## config.mk

```make
export PLATFORM = sky130hd
export DESIGN_NAME = cpu_fetch_decode
export DESIGN_NICKNAME = d
export VERILOG_FILES = /design/src/rtl/cpu_pkg.sv /design/src/rtl/cpu_instr_fifo.sv /design/src/rtl/cpu_fetch_decode.sv
export SDC_FILE = /design/constraint.sdc
export NUM_CORES = 1
export LEC_CHECK = 0
export CAP_MARGIN = 10
export CORE_MARGIN = 2
export CORE_UTILIZATION = 40
export CTS_CLUSTER_SIZE = 25
export DETAILED_ROUTE_END_ITERATION = 7
export GPL_TIMING_DRIVEN = 0
export HOLD_SLACK_MARGIN = 0.1
export SLEW_MARGIN = 10
export SYNTH_ARGS = -nofsm -noshare
export SYNTH_HDL_FRONTEND = slang
export SYNTH_SLANG_ARGS = --single-unit
```

## constraint.sdc

```tcl
create_clock -name clk -period 5.9 [get_ports clk]
set_clock_uncertainty 0.1 [all_clocks]
set_input_delay 0.59 -clock clk [delete_from_list [all_inputs] [get_ports clk]]
set_output_delay 0.59 -clock clk [all_outputs]
set_load 0.01 [all_outputs]
```

## src/rtl/cpu_pkg.sv

```systemverilog
// Shared CPU instruction-format constants and field helpers, used by the decode
// stage and by ALU control.
package cpu_pkg;

    localparam int CPU_INSTR_W    = 16;
    localparam int CPU_OP_W       = 4;
    localparam int CPU_A_W        = 4;
    localparam int CPU_B_W        = 4;
    localparam int CPU_IMM_W      = CPU_INSTR_W - CPU_OP_W - CPU_A_W - CPU_B_W;
    localparam int CPU_FIFO_DEPTH = 4;

    typedef enum logic [CPU_OP_W-1:0] {
        OP_ADD = 4'h0,
        OP_SUB = 4'h1,
        OP_AND = 4'h2,
        OP_OR  = 4'h3,
        OP_XOR = 4'h4,
        OP_SHL = 4'h5,
        OP_SHR = 4'h6,
        OP_LDI = 4'h7,
        OP_NOP = 4'hF
    } cpu_opcode_e;

    // Field layout, MSB first: opcode | A | B | imm.
    function automatic logic [CPU_OP_W-1:0] get_opcode(input logic [CPU_INSTR_W-1:0] w);
        return w[CPU_INSTR_W-1 -: CPU_OP_W];
    endfunction

    function automatic logic [CPU_A_W-1:0] get_a(input logic [CPU_INSTR_W-1:0] w);
        return w[CPU_INSTR_W-CPU_OP_W-1 -: CPU_A_W];
    endfunction

    function automatic logic [CPU_B_W-1:0] get_b(input logic [CPU_INSTR_W-1:0] w);
        return w[CPU_INSTR_W-CPU_OP_W-CPU_A_W-1 -: CPU_B_W];
    endfunction

    function automatic logic [CPU_IMM_W-1:0] get_imm(input logic [CPU_INSTR_W-1:0] w);
        return w[CPU_IMM_W-1:0];
    endfunction

endpackage

```

## src/rtl/cpu_instr_fifo.sv

```systemverilog
// Register-based instruction FIFO with push/pop/flush and an explicit occupancy
// count. The head word is presented combinationally so the decode stage can load it.
module cpu_instr_fifo #(
    parameter int W     = 16,
    parameter int DEPTH = 4,
    parameter int CNT_W = $clog2(DEPTH + 2)
) (
    input  logic             clk,
    input  logic             rst,
    input  logic             flush,
    input  logic             push,
    input  logic             pop,
    input  logic [W-1:0]     wdata,
    output logic [W-1:0]     rdata,
    output logic [CNT_W-1:0] cnt,
    output logic             full,
    output logic             empty
);

    localparam int PTR_W = $clog2(DEPTH);

    logic [W-1:0]     mem [DEPTH];
    logic [PTR_W-1:0] wr_ptr_q, wr_ptr_d;
    logic [PTR_W-1:0] rd_ptr_q, rd_ptr_d;
    logic [CNT_W-1:0] cnt_q, cnt_d;

    // Pointers wrap naturally because DEPTH is a power of two.
    always_comb begin
        wr_ptr_d = wr_ptr_q;
        rd_ptr_d = rd_ptr_q;
        cnt_d    = cnt_q;
        if (flush) begin
            wr_ptr_d = '0;
            rd_ptr_d = '0;
            cnt_d    = '0;
        end else begin
            if (push) wr_ptr_d = wr_ptr_q + PTR_W'(1);
            if (pop)  rd_ptr_d = rd_ptr_q + PTR_W'(1);
            cnt_d = cnt_q + CNT_W'(push) - CNT_W'(pop);
        end
    end

    always_ff @(posedge clk or negedge rst) begin
        if (!rst) begin
            wr_ptr_q <= '0;
            rd_ptr_q <= '0;
            cnt_q    <= '0;
        end else begin
            wr_ptr_q <= wr_ptr_d;
            rd_ptr_q <= rd_ptr_d;
            cnt_q    <= cnt_d;
        end
    end

    genvar gi;
    generate
        for (gi = 0; gi < DEPTH; gi++) begin : g_entry
            always_ff @(posedge clk) begin
                if (push && !flush && (wr_ptr_q == PTR_W'(gi)))
                    mem[gi] <= wdata;
            end
        end
    endgenerate

    assign rdata = mem[rd_ptr_q];
    assign cnt   = cnt_q;
    assign full  = (cnt_q == CNT_W'(DEPTH));
    assign empty = (cnt_q == '0);

endmodule

```

## src/rtl/cpu_fetch_decode.sv

```systemverilog
// Buffered instruction decode stage: FIFO in front of a registered output word
// that is sliced into opcode / A / B / imm fields.
module cpu_fetch_decode
    import cpu_pkg::*;
#(
    parameter int INSTR_W = CPU_INSTR_W,
    parameter int OP_W    = CPU_OP_W,
    parameter int A_W     = CPU_A_W,
    parameter int B_W     = CPU_B_W,
    parameter int IMM_W   = INSTR_W - OP_W - A_W - B_W,
    parameter int DEPTH   = CPU_FIFO_DEPTH,
    parameter int CNT_W   = $clog2(DEPTH + 2)
) (
    input  logic               clk,
    input  logic               rst,
    input  logic               flush,
    input  logic               in_valid,
    input  logic [INSTR_W-1:0] in_instr,
    output logic               in_ready,
    output logic               out_valid,
    input  logic               out_ready,
    output logic [OP_W-1:0]    opcode,
    output logic [A_W-1:0]     input_A,
    output logic [B_W-1:0]     input_B,
    output logic [IMM_W-1:0]   imm,
    output logic [CNT_W-1:0]   count
);

    logic               out_valid_q, out_valid_d;
    logic [INSTR_W-1:0] instr_q, instr_d;

    logic               fifo_push, fifo_pop;
    logic [INSTR_W-1:0] fifo_rdata;
    logic [CNT_W-1:0]   fifo_cnt;
    logic               fifo_full, fifo_empty;
    logic               in_fire, out_fire, load;

    cpu_instr_fifo #(
        .W     (INSTR_W),
        .DEPTH (DEPTH),
        .CNT_W (CNT_W)
    ) u_fifo (
        .clk   (clk),
        .rst   (rst),
        .flush (flush),
        .push  (fifo_push),
        .pop   (fifo_pop),
        .wdata (in_instr),
        .rdata (fifo_rdata),
        .cnt   (fifo_cnt),
        .full  (fifo_full),
        .empty (fifo_empty)
    );

    // Readiness depends only on registered state, never on out_ready.
    assign in_ready = !fifo_full && !flush;
    assign in_fire  = in_valid && in_ready;
    assign out_fire = out_valid_q && out_ready;
    assign load     = !out_valid_q || out_fire;

    always_comb begin
        out_valid_d = out_valid_q;
        instr_d     = instr_q;
        fifo_push   = 1'b0;
        fifo_pop    = 1'b0;
        if (flush) begin
            out_valid_d = 1'b0;
        end else if (load) begin
            if (!fifo_empty) begin
                // Queued work goes first; a new word joins the tail.
                fifo_pop    = 1'b1;
                fifo_push   = in_fire;
                instr_d     = fifo_rdata;
                out_valid_d = 1'b1;
            end else if (in_fire) begin
                instr_d     = in_instr;
                out_valid_d = 1'b1;
            end else begin
                out_valid_d = 1'b0;
            end
        end else begin
            fifo_push = in_fire;
        end
    end

    always_ff @(posedge clk or negedge rst) begin
        if (!rst) begin
            out_valid_q <= 1'b0;
            instr_q     <= '0;
        end else begin
            out_valid_q <= out_valid_d;
            instr_q     <= instr_d;
        end
    end

    assign out_valid = out_valid_q;
    assign count     = fifo_cnt + CNT_W'(out_valid_q);
    assign opcode    = instr_q[INSTR_W-1 -: OP_W];
    assign input_A   = instr_q[INSTR_W-OP_W-1 -: A_W];
    assign input_B   = instr_q[INSTR_W-OP_W-A_W-1 -: B_W];
    assign imm       = instr_q[IMM_W-1:0];

endmodule

```

# --- Word level (Yosys, flattened, before mapping) ---
# Memory sizes are Yosys's and may differ from the RTL's.
# Cells that the tools add are included.
op_classes:
  reduce_logical: 21
  eq_ne: 5
  add_sub_neg: 5
  mux: 34
  bitwise: 1
op_table:
  columns: ["op", "count"]
  rows:
  - ["16-bit 2-to-1 mux", 5]
  - ["16-bit OR reduction", 3]
  - ["1-bit 2-to-1 mux", 21]
  - ["2-bit 2-to-1 mux", 7]
  - ["1-bit logical AND", 8]
  - ["3-bit by 1-bit adder with 3-bit output", 2]
  - ["2-bit nonzero test", 3]
  - ["2-bit by 1-bit adder with 2-bit output, second input constant", 2]
  - ["2-bit equality test, second input constant", 2]
  - ["3-bit equality test, second input constant", 1]
  - ["1-bit logical NOT", 3]
  - ["3-bit logical NOT", 1]
  - ["3-bit 2-to-1 mux", 1]
  - ["3-bit AND reduction", 1]
  - ["3-bit by 1-bit subtractor with 3-bit output", 1]
  - ["2-bit by 1-bit equality test with 1-bit output, second input constant", 1]
  - ["2-bit logical NOT", 1]
  - ["2-bit by 1-bit inequality test with 1-bit output, second input constant", 1]
  - ["1-bit logical OR", 1]
  - ["1-bit inverter", 1]
totals:
  ramBits: 64
  memories: 1
  reg_bits: 24
  wordCells: 72
  output_inout_bits: 21
  inputBits: 21
memory_table:
  columns: ["name", "words", "word_bits", "read_ports", "rd_ports_with_merged_regs", "write_ports", "line_no", "rtl"]
  rows:
  - ["u_fifo.mem", 4, 16, 1, 0, 1, "cpu_instr_fifo.sv:22", "logic [W-1:0] mem [DEPTH];"]

# --- Logic depth before layout (Yosys ltp) ---
# Gate-level depths: netlist of the first run.
logic_depth:
  word_depth: 15
  ltp_mapped: 12
  depth_no_buf: 10

# --- Hierarchy ---
# From an unflattened synthesis of the first run, not the netlist that was laid out.
hier_totals:
  cells_unflattened: 187
  hier_area_um2: 3751.1
modules_own_cells:
  columns: ["mod", "instances", "seq_area_each_um2", "area_each_um2", "cells_each"]
  rows:
  - ["cpu_instr_fifo", 1, 2097.0, 2787.7, 123]
  - ["cpu_fetch_decode", 1, 425.4, 963.4, 64]

# --- Worst setup path after synthesis of the first run ---
# OpenSTA, ideal clock, no wires.
synth_timing:
  kind: "input to register"
  startpoint: "input out_ready"
  endpoint: "memory u_fifo.mem[1][0], enable pin"
  path_buffers: 0
  t_required_ns: 5.387
  slack_ns: 3.130
  setup_time_ns: 0.413
  arrival_ns: 2.257
  path_stages: 3
  cell_sequence: "nor3b_1 o31ai_1 nor3b_1"
synth_via:
  elab_chain_cells: 12
  elab_cells_between_ends: 26
  cone_classes: "16 x mux; 10 x reduce/logical"
synth_rtl:
  columns: ["item", "line_no", "rtl"]
  rows:
  - ["start, declared", "cpu_fetch_decode.sv:21", "input logic out_ready,"]
  - ["1-bit logical AND (*)", "cpu_fetch_decode.sv:58", "assign out_fire = out_valid_q && out_ready;"]
  - ["1-bit logical OR (*)", "cpu_fetch_decode.sv:59", "assign load = !out_valid_q || out_fire;"]
  - ["1-bit 2-to-1 mux (*)", "cpu_fetch_decode.sv:68", "end else if (load) begin"]
  - ["1-bit 2-to-1 mux (*)", "cpu_fetch_decode.sv:66", "if (flush) begin"]
  - ["1-bit logical AND (*)", "cpu_instr_fifo.sv:59", "if (push && !flush && (wr_ptr_q == PTR_W'(gi)))"]
  - ["1-bit logical AND", "cpu_instr_fifo.sv:59", null]
  - ["1-bit 2-to-1 mux", "cpu_instr_fifo.sv:59", null]
  - ["1-bit 2-to-1 mux (implied by the code)", "cpu_instr_fifo.sv:60", "mem[gi] <= wdata;"]
  - ["16-bit OR reduction (no source line)", null, null]
  - ["2-bit 2-to-1 mux (no source line) or 1-bit 2-to-1 mux (tied branches) (3 in a row)", null, null]
  - ["end, declared", "cpu_instr_fifo.sv:22", null]
# Mark *: on every way between the ends. The rest lies on a longest branch, timed or not.

# --- Worst setup path after layout of the first run ---
layout_timing:
  startpoint: "register u_fifo.cnt_q[1] (netlist: u_fifo.cnt[1])"
  endpoint: "register u_fifo.cnt_q[2] (netlist: u_fifo.cnt[2])"
layout_via:
  elab_chain_cells: 10
  elab_cells_between_ends: 14
  cone_classes: "2 x add/sub; 1 x eq/ne; 7 x mux; 4 x reduce/logical"
layout_rtl:
  columns: ["item", "line_no", "rtl"]
  rows:
  - ["start, declared", "cpu_instr_fifo.sv:25", "logic [CNT_W-1:0] cnt_q, cnt_d;"]
  - ["start signal, assigned", "cpu_instr_fifo.sv:51", "cnt_q <= cnt_d;"]
  - ["3-bit equality test", "cpu_instr_fifo.sv:67", "assign full = (cnt_q == CNT_W'(DEPTH));"]
  - ["1-bit logical NOT", "cpu_fetch_decode.sv:56", "assign in_ready = !fifo_full && !flush;"]
  - ["1-bit logical AND", "cpu_fetch_decode.sv:56", null]
  - ["1-bit logical AND", "cpu_fetch_decode.sv:57", "assign in_fire = in_valid && in_ready;"]
  - ["1-bit 2-to-1 mux", "cpu_fetch_decode.sv:69", "if (!fifo_empty) begin"]
  - ["1-bit 2-to-1 mux", "cpu_fetch_decode.sv:68", null]
  - ["1-bit 2-to-1 mux", "cpu_fetch_decode.sv:66", null]
  - ["3-bit by 1-bit adder with 3-bit output", "cpu_instr_fifo.sv:39", "cnt_d = cnt_q + CNT_W'(push) - CNT_W'(pop);"]
  - ["3-bit by 1-bit subtractor with 3-bit output (*)", "cpu_instr_fifo.sv:39", null]
  - ["3-bit 2-to-1 mux (*)", "cpu_instr_fifo.sv:32", "if (flush) begin"]
  - ["via u_fifo.cnt_d[2]", "cpu_instr_fifo.sv:25", null]
# Mark *: on every way through the listed nets, which the timed path passes. The rest lies on a longest branch.
# A chain may end at the register's enable or synchronous reset.

==> results of run 1 <==
worst paths after layout:
check	slack [ns]	depth (start not counted)	from	endpoint
worst max-delay path	2.93	12	u_fifo.cnt[1]	u_fifo.cnt[2]
worst min-delay path	0.44	1	instr_q[6]	instr_q[6]
worst max register to register	2.93	12	u_fifo.cnt[1]	u_fifo.cnt[2]
worst min register to register	0.44	1	instr_q[6]	instr_q[6]
max in group asynchronous	4.57	2	rst	instr_q[8]
min in group asynchronous	0.58	1	rst	instr_q[15]
layout by cell type (no fill, tap or decap), types with 2 or more instances in the layout:
cell,count
clkdlybuf4s50_1,40
mux4_2,16
clkbuf_1,5
edfxtp_1,64
buf_4,4
buf_6,9
nor3_1,3
a2bb2oi_1,16
o22ai_1,6
dfrtp_1,24
inv_1,6
o31ai_1,2
nor3b_2,4
nor2_1,8
clkinvlp_4,2
o22ai_2,10
xor2_1,2
ha_1,8
buf_2,5
clkbuf_8,9
nand2b_1,2
nor2b_1,2
a21oi_1,4
cells in the mapped netlist (all sizes together):
cell / n / area share
dfrtp: 24 / 0.16
nor2b: 2 / 0.0034
nor3: 4 / 0.0068
nor2: 8 / 0.0082
edfxtp: 64 / 0.52
mux2i: 1 / 0.0027
or4b: 1 / 0.0037
xor2: 2 / 0.0048
ha: 8 / 0.027
buf: 11 / 0.023
nor4: 1 / 0.0017
o31a: 1 / 0.0024
o21ai: 1 / 0.0014
fa: 1 / 0.0054
clkbuf: 4 / 0.0041
mux4: 16 / 0.098
nand2b: 2 / 0.0034
o31ai: 2 / 0.0041
nor3b: 5 / 0.010
inv: 6 / 0.0061
or3: 1 / 0.0017
mux2: 1 / 0.0031
a2bb2oi: 16 / 0.038
o22ai: 16 / 0.044
a21oi: 4 / 0.0054
and2: 1 / 0.0017
or4: 1 / 0.0020
worst max-delay path: stages, from the launching register on:
cell and delay (ns):
dfrtp_1 0.42, clkbuf_1 0.20, nor3_1 0.34, buf_2 0.38, nor3_1 0.10, ha_1 0.29, inv_1 0.06, ha_1 0.13
inv_1 0.04, fa_1 0.37, xor2_1 0.17, and2_1 0.17, nor3_1 0.12
report_power, final:
group | internal (µW) | switching [µW] | total [µW]
registers | 759 | 50.7 | 810
logic | 412 | 359 | 771
clock network | 197 | 213 | 411
per-layer routing:
metal  share of wire  wire length (µm)  up-vias
met4           0.011                82        0
met5               0                 0        -
met3           0.040               290        8
li1                -                 -      931
met2            0.48              3500       45
met1            0.47              3405     1035
through the flow:
step / setup WS [ns] / power (µW)
CTS: 2.910 / 2018
floorplan: 3.130 / 1320
finish: 2.930 / 1992
detailed placement: 2.810 / 1605
global placement: 1.506 / 1588
global route: 2.684 / 2112
logic make-up (layout without fill, tap and decap cells):
| logic type | Yosys count | in the layout |
|---|---|---|
| mux | 18 | 18 |
| buf+inv | 21 | 86 |
| flops | 88 | 88 |
| simple gates | 26 | 26 |
| xor+xnor | 2 | 2 |
| compound gates | 40 | 40 |
| fa+ha+maj | 9 | 9 |
sequential cells by signal, indices dropped and copies added (netlist names):
signal / flops
u_fifo.wr_ptr_q: 2
u_fifo.mem: 64
out_valid: 1
u_fifo.rd_ptr_q: 2
u_fifo.cnt: 3
instr_q: 16
layout make-up:
| class | count | area (µm²) | area share |
|---|---|---|---|
| Inverter | 6 | 22.52 | 0.004989 |
| Sequential cell | 88 | 2522 | 0.5588 |
| Clock inverter | 6 | 67.56 | 0.01497 |
| Tap cell | 108 | 135.1 | 0.02993 |
| Clock buffer | 10 | 127.6 | 0.02827 |
| Multi-Input combinational cell | 95 | 1049 | 0.2323 |
| Timing Repair Buffer | 49 | 490.5 | 0.1086 |
| Buffer | 15 | 100.1 | 0.02217 |
==> flow_metrics.py, run 1 <==
metrics = {
    "sta": {
        "fmax_mhz": 336.6,
        "final-hold-violation-count": 0,
        "post-route-min-period_ns": 2.970,
        "max_slew_margin": 0.4627,
        "finalMaxSlewViolations": 0,
        "holdWs_ns": 0.4437,
        "tns_ns": 0,
        "worstMarginPinSlew_ns": 0.7991,
        "finalSetupViolCount": 0,
        "grt_setup_unrepaired": "no",
        "period_share": 0.5035,
    },
    "cells_and_area": {
        "fill_cells": 760,
        "nets": 294,
        "final_cells": 377,
        "finalInstanceArea_um2": 4514,
        "drive_gt1_frac": 0.2491,
        "final_util": 0.5126,
        "diodes": 0,
        "synthToLayoutAreaGrowth_pct": 22.89,
    },
    "synthesis": {
        "synth_area_um2": 3674,
        "synthSimpleGateAreaFrac": 0.04292,
        "ys_warn_count": 0,
        "synth_nets": 234,
        "synth_top_family_by_area": "multiplexers",
        "synth_seq_cells": 88,
        "ys_seq_area_frac": 0.6866,
        "synth.avg_cell_area_um2": 18.01,
        "synth_compound_area_frac": 0.09571,
        "synth_cell_types": 31,
        "syn_inst": 204,
        "synthMuxAreaShare": 0.1039,
        "synth-xor-area-share": 0.004768,
        "synthAdderAreaFrac": 0.03270,
    },
    "clock_tree": {
        "ctsHoldBuffers": 0,
        "cts_sinks": 88,
        "clkTransAtPathRegs_ns": 0.09,
        "cts_tree": "built",
        "cts-htree-levels": 3,
        "numCtsBuffers": 9,
        "ctsRootBufferMaster": "clkbuf_8",
        "clock_path_buffers": 2,
        "post_cts_buffers": 0,
        "ctsResizeCount": 0,
        "insertion_delay_ns": 0.35,
    },
    "global_routing": {
        "antenna_found_initial": 0,
        "grt_use_met3": 0.03900,
        "grt_max_degree": 16,
        "overflow": 0,
        "gr-usage-met2": 0.2484,
        "track_usage": 0.1586,
        "grt_pass1_wl_um": 11700,
        "first_global_vias": 2127,
        "grt-busiest-layer": "met2",
        "use_met1": 0.2209,
    },
    "placement": {
        "dpl-instance-area_um2": 4319,
        "dp_hpwl_um": 5015,
        "place.gp.congestion": 0.6948,
        "port_buffers": 40,
        "numPlacedInstances": 361,
    },
    "detailed_routing": {
        "wl_per_cell_um": 19.31,
        "routed_wl_um": 7279,
        "via_count": 2019,
        "drtPass1Iterations": 4,
        "drc": 0,
        "drt-vias-per-instance": 5.355,
        "ant_nets": 0,
        "drt_iter0_drc": 56,
    },
    "critical_path": {
        "crit_type": "flop to flop",
        "setup.worst_path.end_class": "flop",
        "worstPathArrival_ns": 3.14,
        "worstPathRequired_ns": 6.07,
        "crit_fanout": 10,
        "start_kind": "flop",
    },
    "flow_run": {
        "maxCapViolations": 0,
    },
    "floorplanning": {
        "rows": 34,
        "die-height_um": 99.83,
        "die_area_um2": 9966,
        "die_width_um": 99.83,
        "num_io_pins": 42,
        "coreArea_um2": 8806,
        "start_util": 0.4172,
    },
    "min_path": {
        "holdCritPathClass": "flop to flop",
    },
    "run_status": {
        "status": "completed",
    },
    "power_and_ir_drop": {
        "p_leak_uw": 0.001574,
        "power_density_nw_per_um2": 441.2,
        "peakVddDrop_mv": 0.2059,
    },
}
(Power assumes the default switching activity.)
==> run 2, diff against run 1 <==
==> constraint.sdc (replaced) <==
create_clock -name clk -period 3 [get_ports clk]
set_clock_uncertainty 0.1 [all_clocks]
set_input_delay 0.3 -clock clk [delete_from_list [all_inputs] [get_ports clk]]
set_output_delay 0.3 -clock clk [all_outputs]
set_load 0.01 [all_outputs]
==> run 2 against run 1 <==
Wire length increased by 0.15%; cell area increased by 0.19%; final cell count is the same; sequential share of layout area decreased by 0.11 points; non-clock buffer count is the same; worst hold slack got worse by 0.19 ns; critical endpoint unchanged.
==> flow_metrics.py, run 2 (synthesis results as in run 1) <==
metrics = {
    "detailed_routing": {
        "drtPass1Iterations": 4,
        "via_count": 2035,
        "drt-vias-per-instance": 5.398,
        "routed_wl_um": 7290,
        "wl_per_cell_um": 19.34,
        "ant_nets": 0,
        "drc": 0,
        "drt_iter0_drc": 53,
    },
    "critical_path": {
        "crit_fanout": 10,
        "worstPathArrival_ns": 2.90,
        "setup.worst_path.end_class": "flop",
        "start_kind": "flop",
        "worstPathRequired_ns": 3.17,
        "crit_type": "flop to flop",
    },
    "clock_tree": {
        "clkTransAtPathRegs_ns": 0.08,
        "cts-htree-levels": 3,
        "post_cts_buffers": 0,
        "ctsRootBufferMaster": "clkbuf_8",
        "cts_tree": "built",
        "numCtsBuffers": 9,
        "insertion_delay_ns": 0.35,
        "clock_path_buffers": 2,
        "cts_sinks": 88,
        "ctsResizeCount": 0,
        "ctsHoldBuffers": 0,
    },
    "cells_and_area": {
        "largest_reg_flops": 64,
        "layout_commonest_cell": "edfxtp_1",
        "largest_register": "u_fifo.mem",
        "drive_gt1_frac": 0.2565,
        "synthToLayoutAreaGrowth_pct": 23.13,
        "diodes": 0,
        "fill_cells": 757,
        "nets": 294,
        "final_cell_mix": "edfxtp_1, clkdlybuf4s50_1, dfrtp_1",
    },
    "placement": {
        "dp_hpwl_um": 5015,
        "dp_slack_ns": 0.04618,
        "port_buffers": 40,
        "place.gp.congestion": 0.6948,
    },
    "sta": {
        "finalMaxSlewViolations": 0,
        "finalSetupViolCount": 0,
        "fmax_mhz": 365.4,
        "final-hold-violation-count": 0,
        "post-route-min-period_ns": 2.737,
        "worstMarginPinSlew_ns": 0.7957,
        "holdWs_ns": 0.2571,
        "period_share": 0.9123,
        "max_slew_margin": 0.4650,
        "tns_ns": 0,
        "layout_setup_ws_ns": 0.2632,
        "grt_setup_unrepaired": "no",
    },
    "power_and_ir_drop": {
        "peakVddDrop_mv": 0.4141,
        "p_leak_uw": 0.001579,
        "power_density_nw_per_um2": 869.8,
    },
    "floorplanning": {
        "die_width_um": 99.83,
        "rows": 34,
        "die_area_um2": 9966,
        "coreArea_um2": 8806,
        "start_util": 0.4172,
        "die-height_um": 99.83,
        "num_io_pins": 42,
    },
    "run_status": {
        "status": "completed",
    },
    "flow_run": {
        "maxCapViolations": 0,
    },
    "min_path": {
        "holdCritPathClass": "input pin to flop",
    },
    "global_routing": {
        "track_usage": 0.1586,
        "first_global_vias": 2127,
        "grt_max_degree": 16,
        "grt_pass1_wl_um": 11700,
        "overflow": 0,
        "antenna_found_initial": 0,
    },
}
-- run 2: final timing paths --
path / start / endpoint / slack (ns) / cells past startpoint
min in group asynchronous: rst / instr_q[15] / 0.28 / 1
max in group asynchronous: rst / instr_q[8] / 1.98 / 2
max reg2reg: u_fifo.cnt[1] / u_fifo.cnt[2] / 0.26 / 12
max: u_fifo.cnt[1] / u_fifo.cnt[2] / 0.26 / 12
min reg2reg: instr_q[6] / instr_q[6] / 0.44 / 1
min: flush / u_fifo.cnt[0] / 0.26 / 2
-- run 2: metal layers --
metal / global-route usage / wire (µm) / part of all wire / vias up
li1: - / - / - / 930
met1: 0.2209 / 3402 / 0.47 / 1055
met2: 0.2484 / 3516 / 0.48 / 42
met3: 0.03900 / 288 / 0.040 / 8
met4: 0.05058 / 82 / 0.011 / 0
met5: 0 / 0 / 0 / -
-- run 2: report_power, final --
part	switching [µW]	internal, µW
clock	423	388
sequential	101	1490
combinational	709	820
total	1230	2700
-- run 2: area by class of cell --
cell class              count  area, µm²  share of cell area
flip-flops and latches     88       2522              0.5577
well taps                 108      135.1             0.02988
multi-input cells          95       1054              0.2329
repair buffers             49      490.5              0.1084
clock inverters             6      67.56             0.01494
inverters                   6      22.52            0.004979
clock buffers              10      127.6             0.02822
plain buffers              15      103.9             0.02296
-- run 2: metrics by stage --
step	total power (µW)	area (µm²)	instances	utilization
final	3934	4523	377	0.5136
after global routing	4168	4523	377	0.5136
after CTS	3969	4514	377	0.5126
after detailed placement	3157	4319	361	0.4905
after global placement	3124	4209	352	0.4780
after floorplan	2596	3674	204	-
-- run 2: critical path, stage by stage, from the launching register on --
cell      delay, ns
dfrtp_1        0.43
clkbuf_2       0.19
nor3_2         0.21
clkbuf_4       0.31
nor3_1         0.09
ha_1           0.29
inv_1          0.06
ha_1           0.13
inv_1          0.04
fa_1           0.37
xor2_1         0.17
and2_1         0.16
nor3_1         0.12
==> run 3, diff against run 2 <==
--- a/config.mk
+++ b/config.mk
@@ -8,10 +8,9 @@
 export CAP_MARGIN = 10
 export CORE_MARGIN = 2
 export CORE_UTILIZATION = 40
-export CTS_CLUSTER_SIZE = 25
 export DETAILED_ROUTE_END_ITERATION = 7
 export GPL_TIMING_DRIVEN = 0
-export HOLD_SLACK_MARGIN = 0.1
+export HOLD_SLACK_MARGIN = 0.03
 export SLEW_MARGIN = 10
 export SYNTH_ARGS = -nofsm -noshare
 export SYNTH_HDL_FRONTEND = slang
==> constraint.sdc (replaced) <==
create_clock -name clk -period 3.5 [get_ports clk]
set_clock_uncertainty 0.1 [all_clocks]
set_input_delay 0.35 -clock clk [delete_from_list [all_inputs] [get_ports clk]]
set_output_delay 0.35 -clock clk [all_outputs]
set_load 0.01 [all_outputs]
==> results of run 3 <==
The final DEF is identical to that of run 1. Status: completed.
Among the figures that moved: setup slack after placement 2.810 ns -> 0.5462 ns; clock-pin slew on the worst setup and hold paths 0.09 ns -> 0.08 ns; setup slack after layout 2.930 ns -> 0.5295 ns; hold slack 0.4437 ns -> 0.3103 ns; register-to-register setup slack 2.93 ns -> 0.53 ns; end point of the worst hold path instr_q[6] -> u_fifo.cnt[0]; total power 1992 µW -> 3358 µW; worst IR drop on VDD 0.2059 mV -> 0.3470 mV
